### config.mk
export PLATFORM = sky130hd
export DESIGN_NAME = sodor_mem_port_arbiter
export DESIGN_NICKNAME = d
export VERILOG_FILES = /design/src/rtl/sodor_mem_pkg.sv /design/src/rtl/sodor_arb_pick.sv /design/src/rtl/sodor_mem_port_arbiter.sv
export SDC_FILE = /design/constraint.sdc
export NUM_CORES = 1
export LEC_CHECK = 0
export ABC_AREA = 1
export CELL_PAD_IN_SITES_DETAIL_PLACEMENT = 1
export CELL_PAD_IN_SITES_GLOBAL_PLACEMENT = 2
export CORE_AREA = 2 2 153 155
export CTS_CLUSTER_SIZE = 40
export DETAILED_ROUTE_END_ITERATION = 10
export DIE_AREA = 0 0 155 157
export PLACE_DENSITY_LB_ADDON = 0.1
export SETUP_SLACK_MARGIN = 0.02
export SYNTH_ARGS = -nofsm -noshare
export SYNTH_HDL_FRONTEND = slang
export SYNTH_SLANG_ARGS = --single-unit
### constraint.sdc
create_clock -name clock -period 4.3 [get_ports clock]
set_input_delay 0.86 -clock clock [delete_from_list [all_inputs] [get_ports clock]]
set_output_delay 0.86 -clock clock [all_outputs]
set_load 0.02 [all_outputs]
### src/rtl/sodor_mem_pkg.sv
// Shared types and constants for the Sodor memory-port arbiter slice.
// Holds the arbiter state/owner enums and the memory function/type encodings.
package sodor_mem_pkg;

  localparam int ADDR_W = 32;
  localparam int DATA_W = 32;

  // Memory function codes
  localparam logic M_XRD = 1'b0;
  localparam logic M_XWR = 1'b1;

  // Memory access size/type codes
  localparam logic [2:0] MT_B  = 3'd1;
  localparam logic [2:0] MT_H  = 3'd2;
  localparam logic [2:0] MT_W  = 3'd3;
  localparam logic [2:0] MT_BU = 3'd5;
  localparam logic [2:0] MT_HU = 3'd6;

  typedef enum logic {IDLE, BUSY} stateT;
  typedef enum logic {IMEM, DMEM} ownerT;

endpackage

### src/rtl/sodor_arb_pick.sv
// Two-input request selector for the memory-port arbiter.
// A lone requester always wins; on a tie the requester that was not granted
// last time wins. Holding lastGrant at IMEM turns this into fixed dmem priority.
module sodor_arb_pick
  import sodor_mem_pkg::*;
(
  input  logic       imemValid,
  input  logic       dmemValid,
  input  logic       lastGrant,
  output logic [1:0] grant
);

  // One-hot grant: bit 0 selects imem, bit 1 selects dmem
  always_comb begin
    grant = 2'b00;
    if (imemValid && dmemValid) begin
      if (lastGrant == DMEM) begin
        grant[0] = 1'b1;
      end else begin
        grant[1] = 1'b1;
      end
    end else if (dmemValid) begin
      grant[1] = 1'b1;
    end else if (imemValid) begin
      grant[0] = 1'b1;
    end
  end

endmodule

### src/rtl/sodor_mem_port_arbiter.sv
// Shares one downstream memory request port between imem and dmem of the
// 1-stage Sodor core, with one outstanding transaction and a response timeout.
// Define SODOR_ARB_RR_EN for round-robin arbitration; the default build gives
// dmem fixed priority over imem.
module sodor_mem_port_arbiter
  import sodor_mem_pkg::*;
#(
  parameter int TIMEOUT_CYCLES = 64
) (
  input  logic                clock,
  input  logic                reset,
  input  logic                io_imemPort_req_valid,
  output logic                io_imemPort_req_ready,
  input  logic [ADDR_W-1:0]   io_imemPort_req_bits_addr,
  output logic                io_imemPort_resp_valid,
  output logic [DATA_W-1:0]   io_imemPort_resp_bits_data,
  input  logic                io_dmemPort_req_valid,
  output logic                io_dmemPort_req_ready,
  input  logic [ADDR_W-1:0]   io_dmemPort_req_bits_addr,
  input  logic [DATA_W-1:0]   io_dmemPort_req_bits_data,
  input  logic                io_dmemPort_req_bits_fcn,
  input  logic [2:0]          io_dmemPort_req_bits_typ,
  output logic                io_dmemPort_resp_valid,
  output logic [DATA_W-1:0]   io_dmemPort_resp_bits_data,
  output logic                io_memPort_req_valid,
  output logic [ADDR_W-1:0]   io_memPort_req_bits_addr,
  output logic [DATA_W-1:0]   io_memPort_req_bits_data,
  output logic                io_memPort_req_bits_fcn,
  output logic [2:0]          io_memPort_req_bits_typ,
  input  logic                io_memPort_resp_valid,
  input  logic [DATA_W-1:0]   io_memPort_resp_bits_data,
  output logic [ADDR_W-1:0]   io_respAddress,
  output logic                io_timeout
);

  localparam int CNT_W = $clog2(TIMEOUT_CYCLES);
  localparam logic [CNT_W-1:0] CNT_LAST = CNT_W'(TIMEOUT_CYCLES - 1);

  stateT            state;
  stateT            stateNext;
  ownerT            owner;
  ownerT            winner;
  logic [CNT_W-1:0] count;
  logic [1:0]       grant;
  logic             lastGrantBit;
  logic             grantEn;
  logic             anyGrant;
  logic             respHit;
  logic             timeoutHit;

`ifdef SODOR_ARB_RR_EN
  ownerT lastGrant;

  // Remember who won the most recent grant so ties alternate
  always_ff @(posedge clock or negedge reset) begin
    if (!reset) begin
      lastGrant <= IMEM;
    end else if (anyGrant) begin
      lastGrant <= winner;
    end
  end

  assign lastGrantBit = lastGrant;
`else
  assign lastGrantBit = IMEM;
`endif

  sodor_arb_pick pickInst (
    .imemValid (io_imemPort_req_valid),
    .dmemValid (io_dmemPort_req_valid),
    .lastGrant (lastGrantBit),
    .grant     (grant)
  );

  // Grants are only offered while idle and never while reset is held
  assign grantEn  = (state == IDLE) && reset;
  assign anyGrant = grantEn && (grant != 2'b00);
  assign winner   = grant[1] ? DMEM : IMEM;

  assign io_imemPort_req_ready = grantEn && grant[0];
  assign io_dmemPort_req_ready = grantEn && grant[1];
  assign io_memPort_req_valid  = anyGrant;

  // Forward the winner's request bits; zero when nothing is granted
  always_comb begin
    io_memPort_req_bits_addr = '0;
    io_memPort_req_bits_data = '0;
    io_memPort_req_bits_fcn  = M_XRD;
    io_memPort_req_bits_typ  = 3'd0;
    if (io_dmemPort_req_ready) begin
      io_memPort_req_bits_addr = io_dmemPort_req_bits_addr;
      io_memPort_req_bits_data = io_dmemPort_req_bits_data;
      io_memPort_req_bits_fcn  = io_dmemPort_req_bits_fcn;
      io_memPort_req_bits_typ  = io_dmemPort_req_bits_typ;
    end else if (io_imemPort_req_ready) begin
      io_memPort_req_bits_addr = io_imemPort_req_bits_addr;
      io_memPort_req_bits_fcn  = M_XRD;
      io_memPort_req_bits_typ  = MT_W;
    end
  end

  // A response only counts while a transaction is outstanding; it beats the timeout
  assign respHit    = (state == BUSY) && io_memPort_resp_valid;
  assign timeoutHit = (state == BUSY) && !io_memPort_resp_valid && (count == CNT_LAST);
  assign io_timeout = timeoutHit;

  assign io_imemPort_resp_valid     = respHit && (owner == IMEM);
  assign io_dmemPort_resp_valid     = respHit && (owner == DMEM);
  assign io_imemPort_resp_bits_data = io_imemPort_resp_valid ? io_memPort_resp_bits_data : '0;
  assign io_dmemPort_resp_bits_data = io_dmemPort_resp_valid ? io_memPort_resp_bits_data : '0;

  // Next-state logic: IDLE -> BUSY on grant, BUSY -> IDLE on response or timeout
  always_comb begin
    stateNext = state;
    case (state)
      IDLE: if (anyGrant) stateNext = BUSY;
      BUSY: if (respHit || timeoutHit) stateNext = IDLE;
      default: stateNext = IDLE;
    endcase
  end

  // State register
  always_ff @(posedge clock or negedge reset) begin
    if (!reset) begin
      state <= IDLE;
    end else begin
      state <= stateNext;
    end
  end

  // Capture the owner and address of the transaction at grant time
  always_ff @(posedge clock or negedge reset) begin
    if (!reset) begin
      owner          <= IMEM;
      io_respAddress <= '0;
    end else if (anyGrant) begin
      owner          <= winner;
      io_respAddress <= io_memPort_req_bits_addr;
    end
  end

  // Count busy cycles from grant; saturate at the timeout value instead of wrapping
  always_ff @(posedge clock or negedge reset) begin
    if (!reset) begin
      count <= '0;
    end else if (anyGrant) begin
      count <= '0;
    end else if ((state == BUSY) && (count != CNT_LAST)) begin
      count <= count + 1'b1;
    end
  end

endmodule
Word-level counts from Yosys, hierarchy flattened:

Cells that the tools add are included.
Widths: inputs -> output; s select.

* output and inout bits: 170
* bits in registers: 40
* input port bits: 137
* word-level logic and storage cells: 42

* bitwise gates (word level): 2
* equality and inequality tests: 2
* add/subtract/negate cells: 1
* reductions and logical operators: 15
* mux-type cells: 18

Operators by type and width (count)
* $mux 32: 5
* $mux 6: 2
* $logic_and 1x1->1: 11
* $mux 1: 7
* $add 6x1->6 const B: 1
* $eq 6x6->1 const B: 1
* $ne 6x6->1 const B: 1
* $mux 2: 2
* $reduce_bool 2->1: 2
* $mux 3: 1
* $not 1->1: 2
* $pmux 1 s2: 1
* $logic_not 1->1: 1
* $logic_or 1x1->1: 1

Depth between registers and ports, before layout:

* depth in word-level cells: 7
* mapped depth: 8
* mapped depth without buffers: 7

By module:

From an unflattened synthesis, not the netlist that was laid out.

* cells, all modules: 459
* area, all modules: 2726.4 um^2

Modules (own cells, without submodules)
* sodor_mem_port_arbiter: cells each 454, times used 1, area each 2706.3 um^2, sequential area each 1001.0 um^2
* sodor_arb_pick: cells each 5, times used 1, area each 20.0 um^2, sequential area each 0.0 um^2

Worst setup path before layout:

Ideal clock, no wire load.

* path type: input -> output
* start point: input port io_memPort_resp_valid
* end point: output port io_dmemPort_resp_bits_data[10]
* slack: 1.582 ns
* data required time: 3.440 ns
* arrival time: 1.858 ns
* buffers on the path: 1
* stages on the path: 5
* path through: nand2_1 > nor2_1 > inv_1 > buf_2 > nor2_1

* word-level cells in the longest chain between the ends: 3

Ends and longest elaborated chain
* start, declared: RTL line sodor_mem_port_arbiter.sv:30 `input logic io_memPort_resp_valid,`
* $logic_and 1x1->1: RTL line sodor_mem_port_arbiter.sv:103 `assign respHit = (state == BUSY) && io_memPort_resp_valid;`
* $logic_and 1x1->1: RTL line sodor_mem_port_arbiter.sv:108 `assign io_dmemPort_resp_valid = respHit && (owner == DMEM);`
* net io_dmemPort_resp_valid: RTL line sodor_mem_port_arbiter.sv:23 `output logic io_dmemPort_resp_valid,`
* $mux 32: RTL line sodor_mem_port_arbiter.sv:110 `assign io_dmemPort_resp_bits_data = io_dmemPort_resp_valid ? io_memPort_resp_bits_data : '0;`
* end, declared: RTL line sodor_mem_port_arbiter.sv:24 `output logic [DATA_W-1:0] io_dmemPort_resp_bits_data,`

The timed path passes the listed nets, and every way through them passes these cells.

Worst setup path after layout:

* start point: input port io_memPort_resp_valid
* end point: output port io_dmemPort_resp_bits_data[28]

* word-level cells in the longest chain between the ends: 3

Ends and longest elaborated chain (RTL line)
* $logic_and 1x1->1: sodor_mem_port_arbiter.sv:103
* $logic_and 1x1->1: sodor_mem_port_arbiter.sv:108
* $mux 32: sodor_mem_port_arbiter.sv:110

No other way between the ends.

==> summary.md <==
| Metric | Value |
|---|---|
| CP delay by family, top | buffers and inverters |
| Worst-path clk slew | 60 ps |
| Hold WC Path Type | flip-flop to flip-flop |
| Post-CTS sizing | 0 |
| CP max FO | 32 |
| Post-layout min period | 3740 ps |
| Clock sinks | 40 |
| Worst Setup End Kind | output port |
| Initial antenna violation count | 3 |
| Crit path launch type | input port |
| Post-DR vias/cell | 3.717 |
| Clock tree buffer depth | 2 |
| Vias in the first global route | 4014 |
| Commonest cells after routing, fill and taps aside | 305 x clkdlybuf4s50_1, 154 x nand2_1, 103 x nor2_1, 76 x inv_1, 40 x dfrtp_1 |
| Critical path, cell by cell | clkdlybuf4s50_1 > nand2_1 > nor2_1 > inv_1 > nor2_1 > clkdlybuf4s50_1 |
| Max Fclk | 267.4 MHz |
| CP Buf/Inv Count | 3 |
| Worst-path cell with the longest stage delay | clkdlybuf4s50_1 |
| Die Wd | 155 um |
| Final wirelength | 16220 um |
| #FFs+latches synth | 40 |
| Max rail drop VDD | 147.2 uV |
| Share of the synthesized area in the top cell type | 37.26% |
| Post-DP HPWL | 13310 um |
| Final setup vio count | 0 |
| Initial drt markers | 88 |
| Internal power | 1.148 mW |
| Nets | 883 |
| Final Max Tran Viols | 0 |
| GP Congestion | 0.8167 |
| Layout area overhead | 130.8% |
| Dominant cells by area after synthesis | dfrtp_1 37%, nand2_1 22%, nor2_1 14% |
| Grt total ovfl | 0 |
| Starting Density | 11.94% |
| Total Routing Usage GR | 12.76% |
| Placed Cells | 1023 |
| Seq/Total Area, Yosys | 37.26% |
| Final period util | 86.97% |
| Final hold vios | 0 |
| Slew HR | 35.67% |
| Cts bufs inserted | 5 |
| CP max stage delay | 640 ps |
| Die area | 24340 um2 |
| N_diodes | 0 |
| Pwr/cell area | 298.6 nW/um2 |
| CTS root buffer | clkbuf_16 |
| Final setup TNS | 0 ps |
| Mapped Avg Cell Area | 6.037 um2 |
| Status | finished, final reports clean |
| Core Area | 22500 um2 |
| RSZ-0062 raised after global routing | false |
| Max Cap Viol | 0 |
| Routed WL per cell | 15.73 um |
| Sequential power share | 29.0% |
| Share of layout cells above drive strength 1 | 3.083% |
| Die Ht | 157 um |
| Clk_lat worst skew | 290 ps |
| P_sw | 0.7039 mW |
| Pin count of the biggest net entering global routing | 41 |
| Most common cell after layout, fill and taps aside | clkdlybuf4s50_1 |
| Pre-Repair DR Iteration Count | 4 |
| Post-Syn Area | 2686 um2 |
| PortBufs | 306 |
| Post-CTS Setup Inserts | 0 |
| CTS tree | yes |
| Logic pwr share | 49.9% |
| Critical Path RT | 3440 ps |
| Hold Path Depth | 2 |
| Critical R2R Capture | state$_DFF_PN0_ |
| WS Path Type | input port to output port |
| CTS Hold Bufs | 0 |
| Num rows | 55 |
| Synth Instances | 445 |
| P_leak | 2.989 nW |
| DRC | 0 |
| Routed via count | 3832 |
| Final Skew | 6.771 ps |
| Cell taking the most area after synthesis | dfrtp_1 |
| Worst R2R Start | state$_DFF_PN0_ |
| Syn_nets | 583 |
| Data arrival, critical path | 2880 ps |
| Final Non-Filler Cells | 1031 |
| YS warnings | 0 |
| Antenna viol nets, final | 0 |
| WHS Endpoint | io_respAddress[27]$_DFFE_PN0P_ |
| R2R Setup Slk | 2350 ps |
| IO Pins | 307 |
| Yosys cell types | 20 |
| Htree depth | 2 |
| Switching share of power | 38.02% |
| Clock Power Share | 21.1% |
| Global-route wire length before repair | 23720 um |
| Worst Tran Pin Value | 963.8 ps |
| HP Start | io_respAddress[27]$_DFFE_PN0P_ |
| R2R cell count | 6 |
==> per-layer routing <==
metal | global-route usage [%] | part of all wire, % | vias up
li1 | - | - | 1887
met1 | 13.94 | 40 | 1718
met2 | 22.67 | 47 | 205
met3 | 5.782 | 12 | 16
met4 | 2.910 | 1.4 | 6
met5 | 0 | 0.24 | -
==> flip-flops by register name (all words and copies together) (netlist names) <==
register,count
state,1
owner,1
io_respAddress,32
count,6
==> power groups by stage <==
stage / Combinational, mW / Sequential, mW / Clock, mW
global route: 1.00 / 0.552 / 0.430
floorplan: 0.322 / 0.628 / 0
finish: 0.924 / 0.537 / 0.391
detailed placement: 0.942 / 0.543 / 0
global placement: 0.937 / 0.540 / 0
CTS: 0.944 / 0.539 / 0.418
==> final cells by class <==
| type | instances | area [um2] |
|---|---|---|
| fill | 2719 | 16300 |
| clock buffer | 8 | 146.4 |
| sequential | 40 | 1001 |
| inverter | 78 | 292.8 |
| multi-input combinational | 309 | 1282 |
| tap | 285 | 356.6 |
| timing repair buffer | 311 | 3120 |
==> per-stage QoR <==
| stage | hold WS (ps) | area [um2] | total power, mW | util [%] | setup slack, ps |
|---|---|---|---|---|---|
| after floorplan | 471.0 | 2686 | 0.9494 | - | 1582 |
| after detailed placement | 472.2 | 6053 | 1.485 | 26.90 | 541.9 |
| final | 484.5 | 6200 | 1.851 | 27.55 | 560.2 |
| after global routing | 507.2 | 6200 | 1.985 | 27.55 | 311.7 |
| after CTS | 488.9 | 6200 | 1.901 | 27.55 | 536.6 |
| after global placement | 465.2 | 6053 | 1.476 | 26.90 | 627.9 |
==> worst max path at each step <==
stage,startpoint,end,slack [ps],cells past startpoint
finish,io_memPort_resp_valid,io_dmemPort_resp_bits_data[28],560,6
global route,io_memPort_resp_valid,io_dmemPort_resp_bits_data[28],310,6
CTS,io_memPort_resp_valid,io_dmemPort_resp_bits_data[17],540,6
detailed placement,io_memPort_resp_valid,io_dmemPort_resp_bits_data[17],540,6
global placement,io_dmemPort_req_valid,io_memPort_req_bits_addr[1],630,7
floorplan,io_memPort_resp_valid,io_dmemPort_resp_bits_data[10],1580,5
==> worst reg2reg max path, cell delays in order, from the launching register on <==
cell     delay [ps]
dfrtp_1         400
nor2_4           70
nand2_4          60
buf_4           370
nand2_4         130
inv_2           520
o21ai_0         220
==> cell usage after synthesis <==
cell,count
nand3_1,36
dfrtp_1,40
buf_6,3
nor3_1,1
buf_2,10
nand2_4,2
inv_2,2
nor2_4,3
nand3_2,1
nand2_2,1
buf_4,2
o21ai_0,2
o21bai_1,1
ha_1,1
xor2_1,2
or2_2,2
clkbuf_1,3
nand2_1,154
inv_1,76
nor2_1,103
==> kinds of logic after synthesis <==
logic type,after synthesis,synth area share [%]
AOI/OAI and AO/OA,3,0.6522
xor gates and xnor gates,2,0.6522
adders and majority gates,1,0.4657
buffers and inverters,96,15.00
DFF,40,37.26
and+or+nand+nor,303,45.97
Note: power is estimated with default switching activity, not from simulation.
